===== src/rtl/pipeline_ctrl_pkg.sv =====
// Shared encodings for the pipeline run/debug sequencer.
// Latency: n/a (types and constants only).
// Backpressure: n/a.
package pipeline_ctrl_pkg;

    typedef enum logic [2:0] {
        ST_IDLE  = 3'd0,
        ST_LOAD  = 3'd1,
        ST_FLUSH = 3'd2,
        ST_RUN   = 3'd3,
        ST_HALT  = 3'd4,
        ST_STEP  = 3'd5
    } state_t;

    typedef enum logic [1:0] {
        CMD_RUN    = 2'b00,
        CMD_HALT   = 2'b01,
        CMD_STEP   = 2'b10,
        CMD_RELOAD = 2'b11
    } cmd_t;

    localparam int unsigned FLUSH_CYC_DEF = 4;

    // Flush/step down-counter width; FLUSH_CYC and STEP_CNT both fit in 8 bits.
    localparam int unsigned CTR_W = 8;

    // A step count of zero still advances the pipeline once.
    function automatic logic [7:0] step_len(input logic [7:0] n);
        return (n == 8'd0) ? 8'd1 : n;
    endfunction

endpackage


===== src/rtl/imem_load_port.sv =====
// Instruction-memory write port: word pointer, registered write strobe, overflow flag.
// Latency: beat accepted at edge k is written (WE/ADDR/WDATA) during cycle k+1.
// Backpressure: none internally; the caller gates acc with its own ready.
module imem_load_port #(
    parameter int ADDR_W = 8
) (
    input  logic              clk,
    input  logic              rst_n,
    input  logic              clr,
    input  logic              acc,
    input  logic              last,
    input  logic [31:0]       data,
    output logic              done,
    output logic              ovf,
    output logic              imem_we,
    output logic [ADDR_W-1:0] imem_addr,
    output logic [31:0]       imem_wdata
);

    // Highest word-aligned address: the beat written here without LAST overflows.
    localparam logic [ADDR_W-1:0] PTR_MAX = {{(ADDR_W-2){1'b1}}, 2'b00};

    logic [ADDR_W-1:0] ptr_q;
    logic              at_end;
    logic              ovf_hit;

    assign at_end  = (ptr_q == PTR_MAX);
    assign done    = acc && (last || at_end);
    assign ovf_hit = acc && !last && at_end;

    // Write pointer: cleared at load start, advances one word per beat, wraps past the end.
    always_ff @(posedge clk or negedge rst_n) begin
        if (!rst_n) begin
            ptr_q <= '0;
        end else if (clr) begin
            ptr_q <= '0;
        end else if (acc) begin
            ptr_q <= ptr_q + ADDR_W'(4);
        end
    end

    // Sticky overflow flag, cleared when a new load starts.
    always_ff @(posedge clk or negedge rst_n) begin
        if (!rst_n) begin
            ovf <= 1'b0;
        end else if (clr) begin
            ovf <= 1'b0;
        end else if (ovf_hit) begin
            ovf <= 1'b1;
        end
    end

    // Registered write port; address and data hold between pulses.
    always_ff @(posedge clk or negedge rst_n) begin
        if (!rst_n) begin
            imem_we    <= 1'b0;
            imem_addr  <= '0;
            imem_wdata <= '0;
        end else begin
            imem_we <= acc;
            if (acc) begin
                imem_addr  <= ptr_q;
                imem_wdata <= data;
            end
        end
    end

endmodule


===== src/rtl/pipeline_run_ctrl.sv =====
// Run/debug sequencer: image load, flush, run/halt/step and executed-cycle count.
// Latency: accepted command shows its new state and outputs the following cycle.
// Backpressure: CMD_READY low in LOAD/FLUSH/STEP; LD_READY high only in LOAD.
module pipeline_run_ctrl
    import pipeline_ctrl_pkg::*;
#(
    parameter int ADDR_W    = 8,
    parameter int FLUSH_CYC = FLUSH_CYC_DEF,
    parameter int CNT_W     = 32
) (
    input  logic              CLK,
    input  logic              RST,
    input  logic              LD_VALID,
    output logic              LD_READY,
    input  logic [31:0]       LD_DATA,
    input  logic              LD_LAST,
    input  logic              CMD_VALID,
    output logic              CMD_READY,
    input  logic [1:0]        CMD,
    input  logic [7:0]        STEP_CNT,
    input  logic [ADDR_W-1:0] STOP_ADDR,
    input  logic [ADDR_W-1:0] FRONT_Q,
    output logic              CPU_RST,
    output logic              CPU_EN,
    output logic              IMEM_WE,
    output logic [ADDR_W-1:0] IMEM_ADDR,
    output logic [31:0]       IMEM_WDATA,
    output logic [2:0]        STATE,
    output logic              DONE,
    output logic              OVF,
    output logic [CNT_W-1:0]  CYCLE_CNT
);

    state_t             state_q, state_d;
    cmd_t               cmd_c;
    logic [CTR_W-1:0]   ctr_q;
    logic [CNT_W-1:0]   cyc_q;
    logic               loaded_q;
    logic               done_q;
    logic               cmd_acc;
    logic               ld_acc;
    logic               ld_done;
    logic               stop_hit;
    logic               load_start;
    logic               run_start;
    logic               step_start;

    assign cmd_c      = cmd_t'(CMD);
    assign cmd_acc    = CMD_VALID && CMD_READY;
    assign ld_acc     = LD_VALID && LD_READY;
    assign stop_hit   = (FRONT_Q == STOP_ADDR);
    assign load_start = cmd_acc && (cmd_c == CMD_RELOAD) &&
                        ((state_q == ST_IDLE) || (state_q == ST_HALT));
    assign run_start  = cmd_acc && (cmd_c == CMD_RUN) && (state_q == ST_IDLE) && loaded_q;
    assign step_start = cmd_acc && (cmd_c == CMD_STEP) && (state_q == ST_HALT);

    imem_load_port #(.ADDR_W(ADDR_W)) u_load (
        .clk        (CLK),
        .rst_n      (RST),
        .clr        (load_start),
        .acc        (ld_acc),
        .last       (LD_LAST),
        .data       (LD_DATA),
        .done       (ld_done),
        .ovf        (OVF),
        .imem_we    (IMEM_WE),
        .imem_addr  (IMEM_ADDR),
        .imem_wdata (IMEM_WDATA)
    );

    // State register.
    always_ff @(posedge CLK or negedge RST) begin
        if (!RST) begin
            state_q <= ST_IDLE;
        end else begin
            state_q <= state_d;
        end
    end

    // Next-state logic; a stop match takes priority over any command.
    always_comb begin
        state_d = state_q;
        unique case (state_q)
            ST_IDLE: begin
                if (load_start)     state_d = ST_LOAD;
                else if (run_start) state_d = ST_FLUSH;
            end
            ST_LOAD: begin
                if (ld_done) state_d = ST_IDLE;
            end
            ST_FLUSH: begin
                if (ctr_q == '0) state_d = ST_RUN;
            end
            ST_RUN: begin
                if (stop_hit || (cmd_acc && (cmd_c == CMD_HALT))) state_d = ST_HALT;
            end
            ST_HALT: begin
                if (load_start)                              state_d = ST_LOAD;
                else if (step_start)                         state_d = ST_STEP;
                else if (cmd_acc && (cmd_c == CMD_RUN))      state_d = ST_RUN;
            end
            ST_STEP: begin
                if (stop_hit || (ctr_q == '0)) state_d = ST_HALT;
            end
            default: state_d = ST_IDLE;
        endcase
    end

    // Output decode from the registered state, so outputs only move on clock edges.
    always_comb begin
        CPU_RST   = 1'b1;
        CPU_EN    = 1'b0;
        LD_READY  = 1'b0;
        CMD_READY = 1'b0;
        unique case (state_q)
            ST_IDLE:  begin CPU_RST = 1'b1; CMD_READY = 1'b1; end
            ST_LOAD:  begin CPU_RST = 1'b1; LD_READY  = 1'b1; end
            ST_FLUSH: begin CPU_RST = 1'b1; CPU_EN    = 1'b1; end
            ST_RUN:   begin CPU_RST = 1'b0; CPU_EN    = 1'b1; CMD_READY = 1'b1; end
            ST_HALT:  begin CPU_RST = 1'b0; CMD_READY = 1'b1; end
            ST_STEP:  begin CPU_RST = 1'b0; CPU_EN    = 1'b1; end
            default:  begin CPU_RST = 1'b1; CMD_READY = 1'b1; end
        endcase
    end

    // Flush/step down-counter: loaded with length-1, state leaves when it reads 0.
    always_ff @(posedge CLK or negedge RST) begin
        if (!RST) begin
            ctr_q <= '0;
        end else if (run_start) begin
            ctr_q <= CTR_W'(FLUSH_CYC - 1);
        end else if (step_start) begin
            ctr_q <= step_len(STEP_CNT) - 8'd1;
        end else if (((state_q == ST_FLUSH) || (state_q == ST_STEP)) && (ctr_q != '0)) begin
            ctr_q <= ctr_q - 1'b1;
        end
    end

    // Image-present flag; only a reset forgets the image.
    always_ff @(posedge CLK or negedge RST) begin
        if (!RST) begin
            loaded_q <= 1'b0;
        end else if (ld_done) begin
            loaded_q <= 1'b1;
        end
    end

    // Sticky stop-address flag, cleared when a new run begins its flush.
    always_ff @(posedge CLK or negedge RST) begin
        if (!RST) begin
            done_q <= 1'b0;
        end else if (run_start) begin
            done_q <= 1'b0;
        end else if (((state_q == ST_RUN) || (state_q == ST_STEP)) && stop_hit) begin
            done_q <= 1'b1;
        end
    end

    // Saturating count of cycles in which the pipeline really advanced.
    always_ff @(posedge CLK or negedge RST) begin
        if (!RST) begin
            cyc_q <= '0;
        end else if (run_start) begin
            cyc_q <= '0;
        end else if (CPU_EN && !CPU_RST && (cyc_q != {CNT_W{1'b1}})) begin
            cyc_q <= cyc_q + 1'b1;
        end
    end

    assign STATE     = state_q;
    assign DONE      = done_q;
    assign CYCLE_CNT = cyc_q;

endmodule


===== config.mk =====
export PLATFORM = sky130hd
export DESIGN_NAME = pipeline_run_ctrl
export DESIGN_NICKNAME = d
export VERILOG_FILES = /design/src/rtl/pipeline_ctrl_pkg.sv /design/src/rtl/imem_load_port.sv /design/src/rtl/pipeline_run_ctrl.sv
export SDC_FILE = /design/constraint.sdc
export NUM_CORES = 1
export LEC_CHECK = 0
export ABC_AREA = 1
export BUFFER_PORTS_ARGS = -buffer_cell sky130_fd_sc_hd__clkbuf_2
export CORE_MARGIN = 8
export CORE_UTILIZATION = 49
export CTS_BUF_LIST = sky130_fd_sc_hd__clkbuf_8
export DETAILED_ROUTE_END_ITERATION = 10
export PLACE_DENSITY = 0.85
export SYNTH_ARGS = -nofsm -noshare
export SYNTH_HDL_FRONTEND = slang
export SYNTH_SLANG_ARGS = --single-unit

===== constraint.sdc =====
create_clock -name CLK -period 1.9 [get_ports CLK]
set_clock_uncertainty 0.15 [all_clocks]
set_input_delay 0.19 -clock CLK [delete_from_list [all_inputs] [get_ports CLK]]
set_output_delay 0.19 -clock CLK [all_outputs]
set_load 0.005 [all_outputs]

==> reports/results.txt, run 1 <==
worst setup margin: -0.0871 ns
CP Capture Type: register
CP arrival: 2.10 ns
relative slew slack: 64.6%
first-pass iteration count of the detailed router: 5
GRT Overall Usage: 23.1%
routed via count: 5714
Synth cell types: 36
DIE HEIGHT: 117 microns
CP required: 2.01 ns
Worst Hold Path Cells: 5
Post-Synthesis Mean Instance Area: 7.17 sq um
Register Area: 2280 sq um
CTS tree: yes
number of global-route vias before repair: 5673
top_reg_cell synth: dfrtp_1
Hold Fails Final Rpt: 0
Final HPWL DP: 11300 microns
DR iter-0 viols: 477
max cap viols: 0
DRC viols: 0
Port Buf Inserts: 142
Die X: 117 microns
period utilization: 105%
placed cells: 1034
number of synthesized flops with an enable pin: 0
P per Cell Area: 1160 nW/um^2
FMAX: 0.503 GHz
Core Region: 10100 sq um
Peak VDD IR: 0.778 mV
grt total ovfl: 0
DR WL/cell: 15.3 microns
Pins Over Slew Limit: 0
synth top area cells: dfrtp_1 45%, nand2_1 18%, inv_1 6.0%, nor2_1 5.1%, o21ai_0 4.5%
Netlist Area Pre-Place: 5040 sq um
Routed WL: 16900 microns
Starting Density: 49.7%
Layout Area Growth over Synthesis: 49.9%
DP Area: 6480 sq um
floorplan row count: 37
Clock Sinks: 91
die footprint: 13800 sq um
Multi-input gate area: 2680 sq um
Ys Warns: 0
pre-CTS WS: -0.0158 ns
nets: 1032
post-DR vias/cell: 5.16
WS Path Type: reg2reg
fill count: 702
layout cells sized above 1: 35.9%
I/O pin cnt: 145
failing checks: negative setup slack
Syn Inst Count: 703
sequential element share of the synthesized area: 45.2%
Final Cell Area: 7560 sq um
crit path max-delay cell type: dfrtp_2
Worst-Margin Slew: 0.531 ns
CTS Buffer Depth: 2
cts bufs inserted: 9
CP Buf/Inv Count: 3
root buffer cell: clkbuf_8
Pleak: 3.89 nW
Worst path depth: 12
largest net degree at the start of global routing: 92
Diodes inserted: 0
worst hold path class: in2reg
final critical-path required period: 1.99 ns
initial antenna violation count: 0
clock insertion delay at the later pin of the skew report: 0.37 ns
# H-tree levels: 3
Worst setup SP type: register
CP cell instances: buf_6 > nand3_4 > nand3_4 > inv_4 > nand3_4 > nor2_4 > nand2_4 > nand2_4 > buf_12 > nand3_2 > nor2_2 > nor2_1
Largest stage delay, worst path: 0.46 ns
status: finished, violations left
Min Hold Slack: 0.0613 ns
crit path max fanout: 7
FF+latch count, synth: 91
asr flop ratio synth: 100%
Synth top area share: 45.2%
Finished Layout Cells: 1107
first-pass GRT wire length: 26900 microns
most used cell, CP: nand3_4
RePlAce Congestion: 0.933
final setup violating endpoints: 34
CTS clk-pin slew, worst paths: 0.10 ns
antenna-violating nets left: 0
critical path's top delay family: simple AND/OR/NAND/NOR gates
Worst Reg-to-Reg Cells: 12
Synth area leader: dfrtp_1
unrepaired setup endpoints after global routing: true
## timing repair
| action | in CTS | in global routing |
|---|---|---|
| endpoints found under the hold margin | 124 | 0 |
| resized for setup | 31 | 81 |
| pin swaps | 15 | 24 |
| endpoints found under the setup margin | 23 | 51 |
| buffers inserted | 13 | 9 |
| gates cloned | 1 | 0 |
| hold buffers | 34 | 0 |
## synthesized netlist by cell type (4+ instances only)
cell type	count
nand3_1	40
xnor2_1	11
inv_2	5
nand4_1	22
nor3_1	23
nor4_1	5
o21ai_0	45
nor2_1	68
inv_1	80
xor2_1	6
buf_1	5
nand2_1	243
clkbuf_1	7
nor2_2	4
a21oi_1	14
dfrtp_1	91
## where the power goes
group          internal (mW)  leakage [nW]  switching [mW]
Clock                  0.555         0.105           0.772
Sequential              2.58          1.18           0.441
Combinational           1.97          2.61            2.46
## worst paths after layout
path	start	endpoint	slack (ns)
setup / recovery	STATE[1]	CYCLE_CNT[10]	-0.09
hold / removal	LD_VALID	u_load.imem_addr[2]	0.06
setup reg to reg	STATE[1]	CYCLE_CNT[10]	-0.09
hold reg to reg	loaded_q	loaded_q	0.33
max in group asynchronous	RST	STATE[1]	0.91
min in group asynchronous	RST	CYCLE_CNT[29]	0.22
## logic make-up after synthesis
kind of cell	share of synthesized area (%)
AO/OA/AOI/OAI	6.90
buffers and inverters	8.39
adder cells (fa/ha/maj)	0.744
other	0.0744
flip-flops	45.2
AND/OR/NAND/NOR	35.8
XOR/XNOR	2.95
## layer usage
metal / track usage (%) / routed length [microns]
met1: 25.8 / 6450
met2: 40.5 / 8700
met3: 7.43 / 1330
met4: 7.70 / 427
met5: 0 / 0
## cells in the final DEF, fill, tap and decap left out, drive strengths merged, types with 2 or more instances in the layout
cell type	n
nand3	44
xor2	6
nor3	24
xnor2	11
nand2	247
dfrtp	91
nand4	22
buf	95
nor4	5
inv	88
ha	3
nand3b	2
o21ai	47
dlygate4sd3	34
a21oi	14
clkinv	4
clkbuf	150
o31ai	3
conb	2
nor2	73
## sequential cells by signal (all words and copies together), names as in the netlist
register	flops
CYCLE_CNT	32
u_load.imem_wdata	32
loaded_q	1
ctr_q	8
STATE	3
u_load.imem_we	1
u_load.ovf	1
u_load.ptr_q	6
DONE	1
u_load.imem_addr	6
## through the flow
step	power (mW)	TNS (ns)	utilization (%)
floorplan	4.90	-0.212	-
global placement	6.39	0	63.9
detailed placement	6.52	-0.0744	63.9
CTS	8.26	-0.172	71.4
global route	9.44	-5.65	74.5
finish	8.78	-1.61	74.5
## tightest hold or removal path: cells and delay by family
family,cells,cell delay [ns]
buf+inv,2,0.13
simple gates,3,0.22
## layout make-up
type / count / area share (%)
tap: 136 / 2.25
clock inverter: 6 / 0.894
clock buffer: 10 / 1.82
multi-input combinational: 508 / 35.5
inverter: 86 / 4.35
sequential: 91 / 30.2
timing repair buffer: 270 / 25.0
Power figures use the tool's default switching activity.
==> inputs of run 2 (changes only) <==
CORE_UTILIZATION = 47   (was 49)
CTS_BUF_LIST = sky130_fd_sc_hd__clkbuf_16   (was sky130_fd_sc_hd__clkbuf_8)
PLACE_DENSITY = 0.82   (was 0.85)
RECOVER_POWER = 100   (was default)
==> run 2 against run 1 <==
The flow still finishes with violations (negative setup slack). Flip-flop and latch count unchanged. Wire length increased by 3.5%. Cell area increased by 0.60%. Clock power increased by 35%. Count of clock-buffer cells in the layout decreased by 1. Via count increased by 1.1%. Sequential share of layout area decreased by 0.20 points. Core utilization decreased by 3.2 points. Total power increased by 4.1%. Critical path type unchanged.
==> reports/results.txt, run 2 (synthesis gave the netlist of run 1 again) <==
CP Capture Type: register
root buffer cell: clkbuf_16
Pins Over Slew Limit: 0
floorplan row count: 38
worst setup margin: -0.0662 ns
CTS tree: yes
CTS Buffer Depth: 2
pre-CTS WS: -0.0663 ns
grt total ovfl: 0
die footprint: 14300 sq um
DIE HEIGHT: 120 microns
# H-tree levels: 3
Pleak: 3.75 nW
final critical-path required period: 1.97 ns
Peak VDD IR: 0.766 mV
failing checks: negative setup slack
antenna-violating nets left: 0
Worst-Margin Slew: 0.896 ns
final setup violating endpoints: 11
Hold Fails Final Rpt: 0
unrepaired setup endpoints after global routing: true
largest net degree at the start of global routing: 36
Die X: 120 microns
total power: 9.14 mW
I/O pin cnt: 145
Clock Sinks: 91
initial antenna violation count: 0
relative slew slack: 40.3%
worst hold path class: in2reg
P per Cell Area: 1200 nW/um^2
leading cell types in the layout, fill and taps excluded: 220 x nand2_1, 96 x clkbuf_2, 89 x dfrtp_1
routed via count: 5776
nets: 1039
CP required: 1.97 ns
number of global-route vias before repair: 5608
Layout Area Growth over Synthesis: 50.8%
Starting Density: 47.3%
crit path max fanout: 5
DR iter-0 viols: 419
Core Region: 10700 sq um
Port Buf Inserts: 142
clock insertion delay at the later pin of the skew report: 0.34 ns
CP arrival: 2.04 ns
DRC viols: 0
FMAX: 0.509 GHz
period utilization: 103%
most common library cell in the layout ignoring fill and taps: nand2_1
Finished Layout Cells: 1118
post-DR vias/cell: 5.17
placed cells: 1047
WS Path Type: reg2reg
layout cells sized above 1: 29.8%
Worst setup SP type: register
cts bufs inserted: 9
first-pass iteration count of the detailed router: 5
RePlAce Congestion: 0.952
DR WL/cell: 15.7 microns
Routed WL: 17500 microns
Final HPWL DP: 11900 microns
first-pass GRT wire length: 26400 microns
Diodes inserted: 0
fill count: 845
Final Util: 71.4%
status: finished, violations left
max cap viols: 0
GRT Overall Usage: 22.4%
Min Hold Slack: 0.00389 ns
CTS clk-pin slew, worst paths: 0.06 ns
run 2: cell count changes in the layout (fill, tap and decap cells not counted), moves of 4 or more:
cell and change:
clkbuf_1 +63, clkbuf_8 -10, buf_4 -10, o21ai_0 -8
o21ai_1 +10, clkbuf_16 +10, nand3_2 -4, clkbuf_2 -44
nor3_1 -4
run 2: cell type report:
type / instances / area (sq um) / share of cell area (%)
multi-input cells: 508 / 2720 / 35.8
flip-flops and latches: 91 / 2280 / 30.0
repair buffers: 277 / 1780 / 23.4
inverters: 86 / 343 / 4.51
clock buffers: 9 / 225 / 2.96
well taps: 140 / 175 / 2.30
clock inverters: 7 / 77.6 / 1.02
run 2: power by group:
part / internal (mW) / leakage [nW] / total, mW / switching, mW
clock network: 1.03 / 0.146 / 1.80 / 0.774
logic: 1.82 / 2.42 / 4.31 / 2.49
registers: 2.59 / 1.18 / 3.03 / 0.443
run 2: worst paths after layout:
| check | start | to | slack [ns] | cells after the start |
|---|---|---|---|---|
| setup / recovery | STATE[1] | ctr_q[4] | -0.07 | 10 |
| hold / removal | LD_LAST | u_load.ovf | 0.004 | 4 |
| setup reg to reg | STATE[1] | ctr_q[4] | -0.07 | 10 |
| hold reg to reg | u_load.imem_wdata[0] | u_load.imem_wdata[0] | 0.32 | 2 |
| max in group asynchronous | RST | STATE[1] | 0.15 | 3 |
| min in group asynchronous | RST | CYCLE_CNT[14] | 0.36 | 2 |
run 2: worst max-delay path: stages (launching register included):
cell and delay, ns:
dfrtp_2 0.46, nor2_4 0.18, nand3_4 0.11, buf_4 0.17, o21ai_1 0.26, nand2_4 0.11, inv_2 0.10, buf_4 0.11
nand2_1 0.06, nand3_1 0.09, o21ai_1 0.06
run 2: layer usage:
layer  share of wire (%)  GRT usage (%)
met5                   0              0
met4                 2.5           7.34
met3                 9.6           6.72
met2                  50           38.9
met1                  37           25.9
run 2: metrics by stage:
step	setup TNS [ns]	cell area, sq um
6_report	-0.282	7600
3_3_place_gp	-0.0192	6570
4_1_cts	-0.0558	7320
3_5_place_dp	-0.269	6570
2_1_floorplan	-0.212	5120
5_1_grt	-4.65	7600
run 2: repair_timing:
item | 4_1_cts | 5_1_grt
gates cloned | 0 | 2
pin swaps | 12 | 47
resized for setup | 22 | 103
buffers inserted | 6 | 14
endpoints found under the hold margin | 65 | 0
hold buffers | 33 | 0
endpoints found under the setup margin | 18 | 47
==> inputs of run 3 (changes only) <==
CORE_ASPECT_RATIO = 0.9   (was default)
CTS_CLUSTER_SIZE = 12   (was default)
SETUP_SLACK_MARGIN = 0.2   (was default)
==> run 3 against run 2 <==
The run still ends with negative setup slack left. Global-route usage increased by 1.7 points. Count of clock-buffer cells in the layout unchanged. First-iteration DRC count decreased by 2.4%. Sequential power about the same. Critical endpoint is now CYCLE_CNT[23]. Flip-flop and latch count unchanged. Setup slack got worse by 0.016 ns. Clock power decreased by 3%. Register-to-register slack got worse by 0.02 ns. Non-clock buffer count decreased by 6. Die area about the same. Highest routed layer unchanged.
==> reports/results.txt, run 3 (synthesis gave the netlist of run 1 again) <==
antenna-violating nets left: 0
Diodes inserted: 0
CP arrival: 2.06 ns
Starting Density: 47.4%
initial antenna violation count: 0
Worst setup SP type: register
WS Path Type: reg2reg
Layout Area Growth over Synthesis: 49.9%
met2 wire len: 8840 microns
Register Area: 2280 sq um
CTS tree: yes
placed cells: 1033
CP cell instances: clkbuf_1 > nand2_1 > nor3_1 > nand2_1 > nor3_1 > xor2_1 > nor2_1 > nand2_1 > o21ai_1
routed via count: 5826
CP Capture Type: register
FMAX: 0.504 GHz
crit path max fanout: 4
cts bufs inserted: 9
nets: 1033
Hold Fails Final Rpt: 0
Port Buf Inserts: 142
crit path max-delay cell type: dfrtp_1
I/O pin cnt: 145
WL met3: 1540 microns
grt total ovfl: 0
GRT Overall Usage: 24.1%
failing checks: negative setup slack
routed length on met1: 6910 microns
layout cells sized above 1: 29.0%
DR WL/cell: 16.1 microns
most used cell, CP: nand2_1
Routed WL: 17800 microns
CTS Buffer Depth: 2
most common library cell in the layout ignoring fill and taps: nand2_1
Multi-input gate area: 2740 sq um
worst setup margin: -0.0825 ns
unrepaired setup endpoints after global routing: true
Finished Layout Cells: 1105
die footprint: 14300 sq um
Final Cell Area: 7560 sq um
DP Area: 6550 sq um
Final Util: 71.1%
max cap viols: 0
Peak VDD IR: 0.748 mV
Die X: 125 microns
status: finished, violations left
Top Layer Used: met4
clock insertion delay at the later pin of the skew report: 0.34 ns
worst hold path class: in2reg
DR iter-0 viols: 409
CP required: 1.98 ns
final critical-path required period: 1.98 ns
DRC viols: 0
Critical Path Start: CYCLE_CNT[14]
Core Region: 10600 sq um
first-pass GRT wire length: 28100 microns
number of global-route vias before repair: 5919
largest net degree at the start of global routing: 37
relative slew slack: 48.8%
Pleak: 3.78 nW
first-pass iteration count of the detailed router: 8
root buffer cell: clkbuf_16
leading cell types in the layout, fill and taps excluded: 224 x nand2_1, 100 x clkbuf_2, 89 x dfrtp_1
floorplan row count: 36
RePlAce Congestion: 1.00
fill count: 805
Min Hold Slack: 0.141 ns
CTS clk-pin slew, worst paths: 0.07 ns
Clock Sinks: 91
Pins Over Slew Limit: 0
period utilization: 104%
RR Startpoint: CYCLE_CNT[14]
# H-tree levels: 3
Largest stage delay, worst path: 0.34 ns
DIE HEIGHT: 114 microns
Final HPWL DP: 11500 microns
Worst-Margin Slew: 0.768 ns
final setup violating endpoints: 21
post-DR vias/cell: 5.27
Min-Delay Startpoint: FRONT_Q[7]
P per Cell Area: 1190 nW/um^2
## run 3: changes by cell type in the layout (fill, tap and decap cells not counted), moves of 5 or more
cell     change
buf_6        -5
o21ai_1      -8
o21ai_0      +8
nand2_2      -6
buf_4       -12
## run 3: area by class of cell
cell class,count,share of cell area (%)
clock inverters,7,0.778
multi-input cells,508,36.3
repair buffers,271,23.3
well taps,133,2.20
flip-flops and latches,91,30.2
clock buffers,9,2.98
inverters,86,4.34
## run 3: stage by stage
step / total power, mW / setup TNS (ns) / setup slack, ns
floorplan: 4.99 / -0.0718 / -0.0240
global placement: 6.43 / -0.0164 / -0.0119
detailed placement: 6.54 / -0.334 / -0.0622
CTS: 8.76 / -0.0395 / -0.0153
global route: 9.58 / -5.44 / -0.197
finish: 8.97 / -0.661 / -0.0825
## run 3: worst paths after layout
check,to,slack (ns),cells past startpoint
worst max-delay path,CYCLE_CNT[23],-0.08,9
worst min-delay path,DONE,0.14,6
worst max register to register,CYCLE_CNT[23],-0.08,9
worst min register to register,u_load.imem_wdata[14],0.32,2
max in group asynchronous,STATE[0],0.26,3
min in group asynchronous,CYCLE_CNT[4],0.31,2
## run 3: worst max-delay path: cells and delay by family (launching register included)
kind / cells / cell delay [ns]
AND/OR/NAND/NOR: 6 / 0.92
flip-flops: 1 / 0.34
buffers and inverters: 1 / 0.24
XOR/XNOR: 1 / 0.17
AO/OA/AOI/OAI: 1 / 0.05
## run 3: repair_timing
| item | 4_1_cts | 5_1_grt |
|---|---|---|
| gates cloned | 2 | 0 |
| setup buffers | 8 | 12 |
| endpoints found under the hold margin | 92 | 0 |
| hold buffers | 34 | 0 |
| resized for setup | 49 | 50 |
| endpoints found under the setup margin | 52 | 78 |
| pin swaps | 25 | 20 |
## run 3: per-layer routing
layer  vias to the layer above  GRT usage [%]
met5                         -              0
met4                         0           9.81
met3                        52           7.45
met2                       289           42.4
met1                      2726           26.9
li1                       2759              -
## run 3: report_power, final
part / leakage, nW / switching, mW / internal, mW
clock network: 0.144 / 0.830 / 0.916
logic: 2.46 / 2.41 / 1.78
registers: 1.18 / 0.452 / 2.59
